--- src/rtl/contador_pkg.sv ---
// ---------------------------------------------------------------------------
// contador_pkg
// Shared definitions for the counter/timer blocks of the game datapath.
//   cr_state_t : control states of the countdown timer (cuenta_regresiva)
//   CNT_W      : default count width, matching the 4-bit display path
// ---------------------------------------------------------------------------
package contador_pkg;

    typedef enum logic [1:0] {
        IDLE  = 2'd0,
        RUN   = 2'd1,
        PAUSE = 2'd2,
        DONE  = 2'd3
    } cr_state_t;

    localparam int CNT_W = 4;

endpackage : contador_pkg

--- src/rtl/divisor_tick.sv ---
// ---------------------------------------------------------------------------
// divisor_tick
// Clock prescaler: counts 0..PRESCALE-1 while run_i is high and produces a
// one-cycle tick in the cycle where the terminal count is reached, wrapping
// back to 0 on that edge. When run_i is low the count holds its value.
// clr_i forces the count to 0 and takes priority over run_i.
//
// Ports
//   clk_i    in   clock, rising edge
//   rst_n_i  in   asynchronous active-low reset
//   run_i    in   advance the prescaler this cycle
//   clr_i    in   synchronous clear to 0 (priority over run_i)
//   tick_o   out  high during the cycle whose edge completes a period
// ---------------------------------------------------------------------------
module divisor_tick
    import contador_pkg::*;
#(
    parameter int PRESCALE = 10
) (
    input  logic clk_i,
    input  logic rst_n_i,
    input  logic run_i,
    input  logic clr_i,
    output logic tick_o
);

    localparam int              PW   = (PRESCALE > 1) ? $clog2(PRESCALE) : 1;
    localparam logic [PW-1:0]   LAST = PW'(PRESCALE - 1);

    logic [PW-1:0] r_cnt;
    logic          w_at_last;

    assign w_at_last = (r_cnt == LAST);

    always_ff @(posedge clk_i or negedge rst_n_i) begin
        if (!rst_n_i) begin
            r_cnt <= '0;
        end else if (clr_i) begin
            r_cnt <= '0;
        end else if (run_i) begin
            if (w_at_last) begin
                r_cnt <= '0;
            end else begin
                r_cnt <= r_cnt + PW'(1);
            end
        end
    end

    // Combinational so the consumer can act on the same edge that wraps.
    assign tick_o = run_i & ~clr_i & w_at_last;

endmodule : divisor_tick

--- src/rtl/cuenta_regresiva.sv ---
// ---------------------------------------------------------------------------
// cuenta_regresiva
// Loadable countdown timer. Counts from a preset down to zero, one step every
// PRESCALE clock cycles, with start / pause / resume control. A one-cycle
// done_o pulse marks the edge on which the count reaches zero.
// Input priority in any cycle: load_i > start_i > pause_i.
//
// Ports
//   clk_i       in   clock, rising edge
//   rst_n_i     in   asynchronous active-low reset
//   load_i      in   load load_val_i (honoured in IDLE, PAUSE, DONE)
//   load_val_i  in   preset value
//   start_i     in   start from IDLE / resume from PAUSE
//   pause_i     in   pause while running
//   data_o      out  current count (registered)
//   busy_o      out  high in RUN or PAUSE (registered)
//   done_o      out  one-cycle completion pulse (registered)
// ---------------------------------------------------------------------------
module cuenta_regresiva
    import contador_pkg::*;
#(
    parameter int WIDTH    = CNT_W,
    parameter int PRESCALE = 10
) (
    input  logic             clk_i,
    input  logic             rst_n_i,
    input  logic             load_i,
    input  logic [WIDTH-1:0] load_val_i,
    input  logic             start_i,
    input  logic             pause_i,
    output logic [WIDTH-1:0] data_o,
    output logic             busy_o,
    output logic             done_o
);

    cr_state_t        r_state;
    cr_state_t        w_state_next;

    logic [WIDTH-1:0] r_data;
    logic             r_busy;
    logic             r_done;

    logic [WIDTH-1:0] w_data_next;
    logic             w_busy_next;
    logic             w_done_next;

    logic             w_tick;
    logic             w_run;
    logic             w_clr;
    logic             w_is_zero;
    logic             w_is_one;

    assign w_is_zero = (r_data == '0);
    assign w_is_one  = (r_data == WIDTH'(1));

    // The prescaler only advances in RUN; the cycle on which pause_i is
    // sampled is still a RUN cycle, so it counts. Outside RUN/PAUSE it is
    // held at 0 so a fresh start always begins a full period. A load in
    // PAUSE abandons the partial period.
    assign w_run = (r_state == RUN);
    assign w_clr = (r_state == IDLE) || (r_state == DONE) ||
                   ((r_state == PAUSE) && load_i);

    divisor_tick #(
        .PRESCALE (PRESCALE)
    ) u_divisor_tick (
        .clk_i   (clk_i),
        .rst_n_i (rst_n_i),
        .run_i   (w_run),
        .clr_i   (w_clr),
        .tick_o  (w_tick)
    );

    // State register
    always_ff @(posedge clk_i or negedge rst_n_i) begin
        if (!rst_n_i) begin
            r_state <= IDLE;
        end else begin
            r_state <= w_state_next;
        end
    end

    // Next-state logic
    always_comb begin
        w_state_next = r_state;
        case (r_state)
            IDLE: begin
                if (load_i) begin
                    w_state_next = IDLE;
                end else if (start_i) begin
                    w_state_next = w_is_zero ? DONE : RUN;
                end
            end
            RUN: begin
                // Reaching zero beats a simultaneous pause request.
                if (w_tick && w_is_one) begin
                    w_state_next = DONE;
                end else if (pause_i) begin
                    w_state_next = PAUSE;
                end
            end
            PAUSE: begin
                if (load_i) begin
                    w_state_next = IDLE;
                end else if (start_i) begin
                    w_state_next = RUN;
                end
            end
            DONE: begin
                if (load_i) begin
                    w_state_next = IDLE;
                end
            end
            default: w_state_next = IDLE;
        endcase
    end

    // Output logic (values the output registers take on the next edge)
    always_comb begin
        w_data_next = r_data;
        w_done_next = 1'b0;
        case (r_state)
            IDLE: begin
                if (load_i) begin
                    w_data_next = load_val_i;
                end else if (start_i && w_is_zero) begin
                    w_done_next = 1'b1;
                end
            end
            RUN: begin
                if (w_tick && !w_is_zero) begin
                    w_data_next = r_data - WIDTH'(1);
                    w_done_next = w_is_one;
                end
            end
            PAUSE: begin
                if (load_i) begin
                    w_data_next = load_val_i;
                end
            end
            DONE: begin
                w_data_next = load_i ? load_val_i : '0;
            end
            default: begin
                w_data_next = '0;
            end
        endcase
        w_busy_next = (w_state_next == RUN) || (w_state_next == PAUSE);
    end

    // Output registers
    always_ff @(posedge clk_i or negedge rst_n_i) begin
        if (!rst_n_i) begin
            r_data <= '0;
            r_busy <= 1'b0;
            r_done <= 1'b0;
        end else begin
            r_data <= w_data_next;
            r_busy <= w_busy_next;
            r_done <= w_done_next;
        end
    end

    assign data_o = r_data;
    assign busy_o = r_busy;
    assign done_o = r_done;

endmodule : cuenta_regresiva

--- config.mk ---
export PLATFORM = sky130hd
export DESIGN_NAME = cuenta_regresiva
export DESIGN_NICKNAME = d
export VERILOG_FILES = /design/src/rtl/contador_pkg.sv /design/src/rtl/divisor_tick.sv /design/src/rtl/cuenta_regresiva.sv
export SDC_FILE = /design/constraint.sdc
export NUM_CORES = 1
export LEC_CHECK = 0
export ABC_AREA = 1
export CAP_MARGIN = 20
export CORE_ASPECT_RATIO = 1.1
export CORE_MARGIN = 1.5
export CORE_UTILIZATION = 51
export CTS_CLUSTER_DIAMETER = 120
export DETAILED_ROUTE_END_ITERATION = 12
export GPL_TIMING_DRIVEN = 0
export HOLD_SLACK_MARGIN = 0.1
export PLACE_DENSITY = 0.86
export SYNTH_ARGS = -nofsm -noshare
export SYNTH_HDL_FRONTEND = slang
export SYNTH_SLANG_ARGS = --single-unit
--- constraint.sdc ---
create_clock -name clk_i -period 1.7 [get_ports clk_i]
set_input_delay 0.34 -clock clk_i [delete_from_list [all_inputs] [get_ports clk_i]]
set_output_delay 0.34 -clock clk_i [all_outputs]
set_load 0.05 [all_outputs]
# Yosys cells after proc, flatten, opt, wreduce, memory -nomap -nowiden
# Cells that the tools add are included.
op_classes:
  addsub: 2
  n_eq_ne: 9
  mux: 20
  bitwise_logic: 3
  n_reduce_logical: 13
op_table:
  columns: ["cell", "n"]
  rows:
  - ["$mux 4", 6]
  - ["$mux 2", 8]
  - ["$pmux 4 s3", 1]
  - ["$pmux 2 s4", 1]
  - ["$eq 2x2->1 const B", 3]
  - ["$add 4x1->4 const B", 1]
  - ["$eq 2x1->1 const B", 2]
  - ["$eq 4x1->1 const B", 1]
  - ["$eq 4x4->1 const B", 1]
  - ["$logic_and 1x1->1", 4]
  - ["$logic_not 4->1", 1]
  - ["$sub 4x1->4 const B", 1]
  - ["$logic_or 1x1->1", 3]
  - ["$mux 1", 3]
  - ["$and 1x1->1", 2]
  - ["$logic_not 2->1", 1]
  - ["$ne 2x1->1 const B", 1]
  - ["$ne 2x2->1 const B", 1]
  - ["$pmux 1 s2", 1]
  - ["$reduce_and 2->1", 1]
  - ["$reduce_bool 2->1", 1]
  - ["$reduce_or 2->1", 1]
  - ["$logic_not 1->1", 1]
  - ["$not 1->1", 1]
totals:
  reg_bits: 12
  out_inout_bits: 6

# Longest topological paths before layout
logic_depth:
  ltp_word: 11
  mapped_depth: 11
  ltp_nobuf: 11

# By module
# Synthesis repeated with hierarchy kept, for this count alone.
unflattened:
  cells_unflattened: 128
  hier_area_um2: 897.1
modules_own_cells:
  columns: ["module", "instances", "cells_per_inst", "area_per_inst_um2", "seq_area_each_um2"]
  rows:
  - ["cuenta_regresiva", 1, 96, 648.1, 200.2]
  - ["divisor_tick", 1, 32, 249.0, 100.1]

# Worst setup path after synthesis
# Ideal clock, no wire load.
synth_timing:
  path_type: "flip-flop to flip-flop"
  start: "reg r_data[0] (netlist: data_o[0])"
  end: "reg r_data[1] (netlist: data_o[1])"
  setup_time_ns: 0.129
  t_arrival_ns: 1.501
  t_required_ns: 1.571
  path_slack_ns: 0.070
  path_stages_with_launch: 7
  n_path_buf: 0
  cell_sequence: "dfrtp_1 > inv_1 > ha_1 > nand2_1 > nand3b_4 > a21oi_4 > o21ai_0"
synth_between:
  elab_chain_cells: 5
synth_lines:
  columns: ["element", "line_no", "source"]
  rows:
  - ["start: declaration", "cuenta_regresiva.sv:39", "logic [WIDTH-1:0] r_data;"]
  - ["start signal: assignment", "cuenta_regresiva.sv:158", "r_data <= w_data_next;"]
  - ["branches (longest 5 deep; another with $sub 4x1->4)", null, null]
# Several ways; the timed one is not identified. The select of a mux whose other input is x is not followed.
# A chain may end at the register's enable or synchronous reset.

# Worst setup path in the final report
layout_timing:
  start: "reg r_data[3] (netlist: data_o[3])"
  end: "out data_o[3]"
layout_rtl:
  columns: ["element", "line_no", "source"]
  rows:
  - ["end: declaration", "cuenta_regresiva.sv:31", "output logic [WIDTH-1:0] data_o,"]
# No word-level cell between the ends.

==> summary.md <==
Row generation in the floorplan step produced 15 rows. Growth of design area from synthesis to finish: 20.1%. After detailed routing, the number of remaining DRC violations is 0.

Number of placed I/O pins: 15. STA classifies the critical path startpoint as a register. The critical path is of the register to primary output type. Power spread over the standard cell area amounts to 1430 mW/mm^2.

The total overflow left after global routing is 0. Headroom to the max-slew limit came out at 61.2%. TritonCTS built the clock tree. The synthesized netlist devotes 15.2% of its cell area to adder and majority cells. Count of buffers inserted at the top-level ports: 14. For the peak supply drop, the log shows 677 uV. In this run the critical register-to-register path is launched from r_state[0]$_DFF_PN0_. The share of the clock period used by the worst path after layout was 95.0%; the overall global routing resource usage was 22.1%. In the post-synthesis netlist, the cell with the most instances is sky130_fd_sc_hd__nand2_1.

Leakage power total: 0.000547 uW. For the worst setup path, the data arrival time is 1.27 ns. The width of the chip was 43.2 um. STA classifies the critical path endpoint as a primary output. The compound-cell area share of the yosys netlist came out at 15.4%. During synthesis, Yosys emitted a total of 0 warnings. For the reported max-cap violation count, the log shows 0.

The number of different library cells used by synthesis comes to 21. The xor and xnor area share after synthesis works out to 1.93%. In this run, CTS created clock tree buffers numbering 3.

The clock sink count came out at 12. The reg-to-reg setup timing slack was 0.14 ns; the starting DRC count in detailed routing was 9. The largest single stage delay on the critical path is 0.55 ns. For this configuration, the core starts out at a cell density of 56.2%. Setup violations remaining at the end of the flow were counted as 0. Traced cell by cell, the critical path runs through dlygate4sd2_1. The initial antenna violation count is 0. In this run the cell area of the synthesized design comes to 907 um^2. Summing all placed instances gives a cell area of 0.00107 mm^2.

Type of the most critical hold path: input port to async pin. The core area was 0.00161 mm^2; the number of storage elements in the synthesis netlist was 12. The simple-gate area share of the yosys netlist was 29.0%; the via count of the first global-routing pass was 800.

When the netlist entered floorplanning its net count stood at 135. The final number of max-transition violations is 0. After detailed routing, the average wire length per cell comes to 12.8 um. For this run, the leading register cell type out of synthesis is sky130_fd_sc_hd__dfrtp_1. The number of setup buffers added after CTS is 0.

After technology mapping, the gate count stands at 115. The measured slew at the worst slew-check pin was 0.581 ns; the total power draw was 1550 uW. In this run the critical register-to-register path is captured at data_o[1]$_DFFE_PN0P_. The number of cell instances on the worst register-to-register path is 8, and the minimum period implied by the final worst setup slack is 1.61 ns. At the worst endpoint, the required time is 1.36 ns. Once detail routing completed, the nets flagged for antenna violations numbered 0. The highest fanout seen on the critical path is 5, and the proportion of layout cells with a drive suffix above 1 is 10.6%.

Clock-pin slew was measured on the worst setup and hold paths at 0.08 ns. The number of diodes added for antenna fixing came out at 0. At the end of the flow, the number of nets in the layout was 154. At the later pin of the worst-skew pair, clock insertion delay measures 0.28 ns. For the number of hold buffers added after CTS, the log shows 0. The full die area was 0.00204 mm^2; the multiplexer share of the synthesized area was 0%. After routing the design area is 0.00109 mm^2.

For the global-route wire length before repair, the log shows 3290 um. The number of gates on the worst path with buffers counted works out to 1. Summed over its instances, the top area cell type makes up 33.1% of the synthesized netlist area. H-tree depth: 1. Prior to clock tree synthesis, the placed netlist has a worst setup slack of 0.0172 ns. The commonest cells after synthesis are sky130_fd_sc_hd__nand2_1 (33), sky130_fd_sc_hd__dfrtp_1 (12), sky130_fd_sc_hd__inv_1 (12). Once the clock tree was built, the resizer swapped 6 gates to a different size. In this run the vertical extent of the chip is 47.2 um. Before antenna repair, the detailed router went through 3 iterations.

The run gives 0.823 as the routability congestion estimate from global placement. The count of flip-flops with a built-in enable after synthesis is 0, and the detailed-route vias per instance is 5.38. No sink is reached through more buffers than the 2 on the longest clock path.

The final core area utilization was 67.5%. The final worst setup slack was 0.0857 ns. Setup repair after global routing could not meet its margin everywhere.

Entering global routing, the biggest net connects 13 pins. Summed over all layers, the routed wires come to 1910 um. The average instance in the mapped netlist occupies 7.89 um^2. The flow ran to the end, and the final reports show no timing, DRC or antenna violations.

The tools report the register area share after synthesis as 33.1%. The category of cells accounting for the largest share of critical-path delay is buffers and inverters. Once detailed placement completed, the half-perimeter wirelength came to 1520 um. Clock skew on the completed layout was measured at 0.00638 ns. Among all stages on the critical path, the largest delay is contributed by sky130_fd_sc_hd__dlygate4sd2_1. The share of synthesized flip-flops with an asynchronous set or reset works out to 100%. Detailed routing inserted a total of 802 vias. After synthesis, the largest family of logic cells by area is simple AND/OR/NAND/NOR gates. The combined buffer and inverter count along the critical path is 1. Ranked by total cell area, the synthesized netlist is headed by sky130_fd_sc_hd__dfrtp_1 (33%), sky130_fd_sc_hd__ha_1 (15%), sky130_fd_sc_hd__nand2_1 (14%).

Static timing analysis puts the maximum clock frequency at 619 MHz. For the hold violation total from the final report, the log shows 0. The largest total area in the synthesized netlist belongs to sky130_fd_sc_hd__dfrtp_1. The root buffer cell is sky130_fd_sc_hd__clkbuf_4.
state kept, by name (all words and copies together), names as in the netlist:
| register | flops |
|---|---|
| data_o | 4 |
| u_divisor_tick.r_cnt | 4 |
| r_state | 2 |
| busy_o | 1 |
| done_o | 1 |
final cells by class:
type                       instances  area, um^2
timing repair buffer              14         133
clock buffer                       3        22.5
multi-input combinational         90         563
sequential                        12         302
tap                               17        21.3
fill                             144         524
inverter                          13        48.8
routing by layer:
metal / routed length [um] / vias up / share of wire, % / track usage [%]
met5: 0 / - / 0 / 0
met4: 43 / 0 / 2.2 / 13.3
met3: 48 / 4 / 2.5 / 2.31
met2: 993 / 13 / 52 / 40.9
met1: 828 / 367 / 43 / 25.0
li1: - / 418 / - / -
how the worst max path moves through the flow:
stage / slack (ns) / from / endpoint
CTS: 0.01 / r_state[0]$_DFF_PN0_ / u_divisor_tick.r_cnt[0]$_DFFE_PN0P_
global route: -0.007 / r_state[0]$_DFF_PN0_ / u_divisor_tick.r_cnt[3]$_DFFE_PN0P_
global placement: 0.04 / load_i / u_divisor_tick.r_cnt[3]$_DFFE_PN0P_
floorplan: 0.07 / data_o[0]$_DFFE_PN0P_ / data_o[1]$_DFFE_PN0P_
finish: 0.09 / data_o[3]$_DFFE_PN0P_ / data_o[3]
detailed placement: 0.02 / load_i / u_divisor_tick.r_cnt[3]$_DFFE_PN0P_
report_power, final:
| part | switching [uW] | internal (uW) |
|---|---|---|
| sequential | 81.9 | 365 |
| clock | 98.3 | 82.1 |
| combinational | 629 | 297 |
| total | 809 | 744 |
stage by stage:
stage                     instances  setup TNS [ns]  hold WS, ns
final                           149               0        0.427
after global routing            149        -0.00721        0.477
after CTS                       149               0        0.451
after detailed placement        146               0        0.554
after global placement          146               0        0.539
after floorplan                 115               0       0.0444
cells in the final DEF (no fill, tap or decap), types with 2 or more instances in the layout:
cell type / n
sky130_fd_sc_hd__dlygate4sd2_1: 6
sky130_fd_sc_hd__clkbuf_4: 3
sky130_fd_sc_hd__a21oi_1: 5
sky130_fd_sc_hd__nand4_1: 4
sky130_fd_sc_hd__nor2_1: 5
sky130_fd_sc_hd__ha_2: 2
sky130_fd_sc_hd__inv_1: 12
sky130_fd_sc_hd__dfrtp_1: 11
sky130_fd_sc_hd__nor2_4: 2
sky130_fd_sc_hd__clkdlybuf4s50_1: 8
sky130_fd_sc_hd__xor2_1: 2
sky130_fd_sc_hd__nand2_1: 33
sky130_fd_sc_hd__o21ai_0: 10
sky130_fd_sc_hd__ha_1: 9
sky130_fd_sc_hd__nand3_1: 8
cells by family (layout without fill, tap and decap cells):
logic type / Yosys count / count (layout)
buffers and inverters: 13 / 30
DFF: 12 / 12
AOI/OAI and AO/OA: 22 / 22
xor gates and xnor gates: 2 / 2
and+or+nand+nor: 55 / 55
adders and majority gates: 11 / 11
Power figures use the tool's default switching activity.
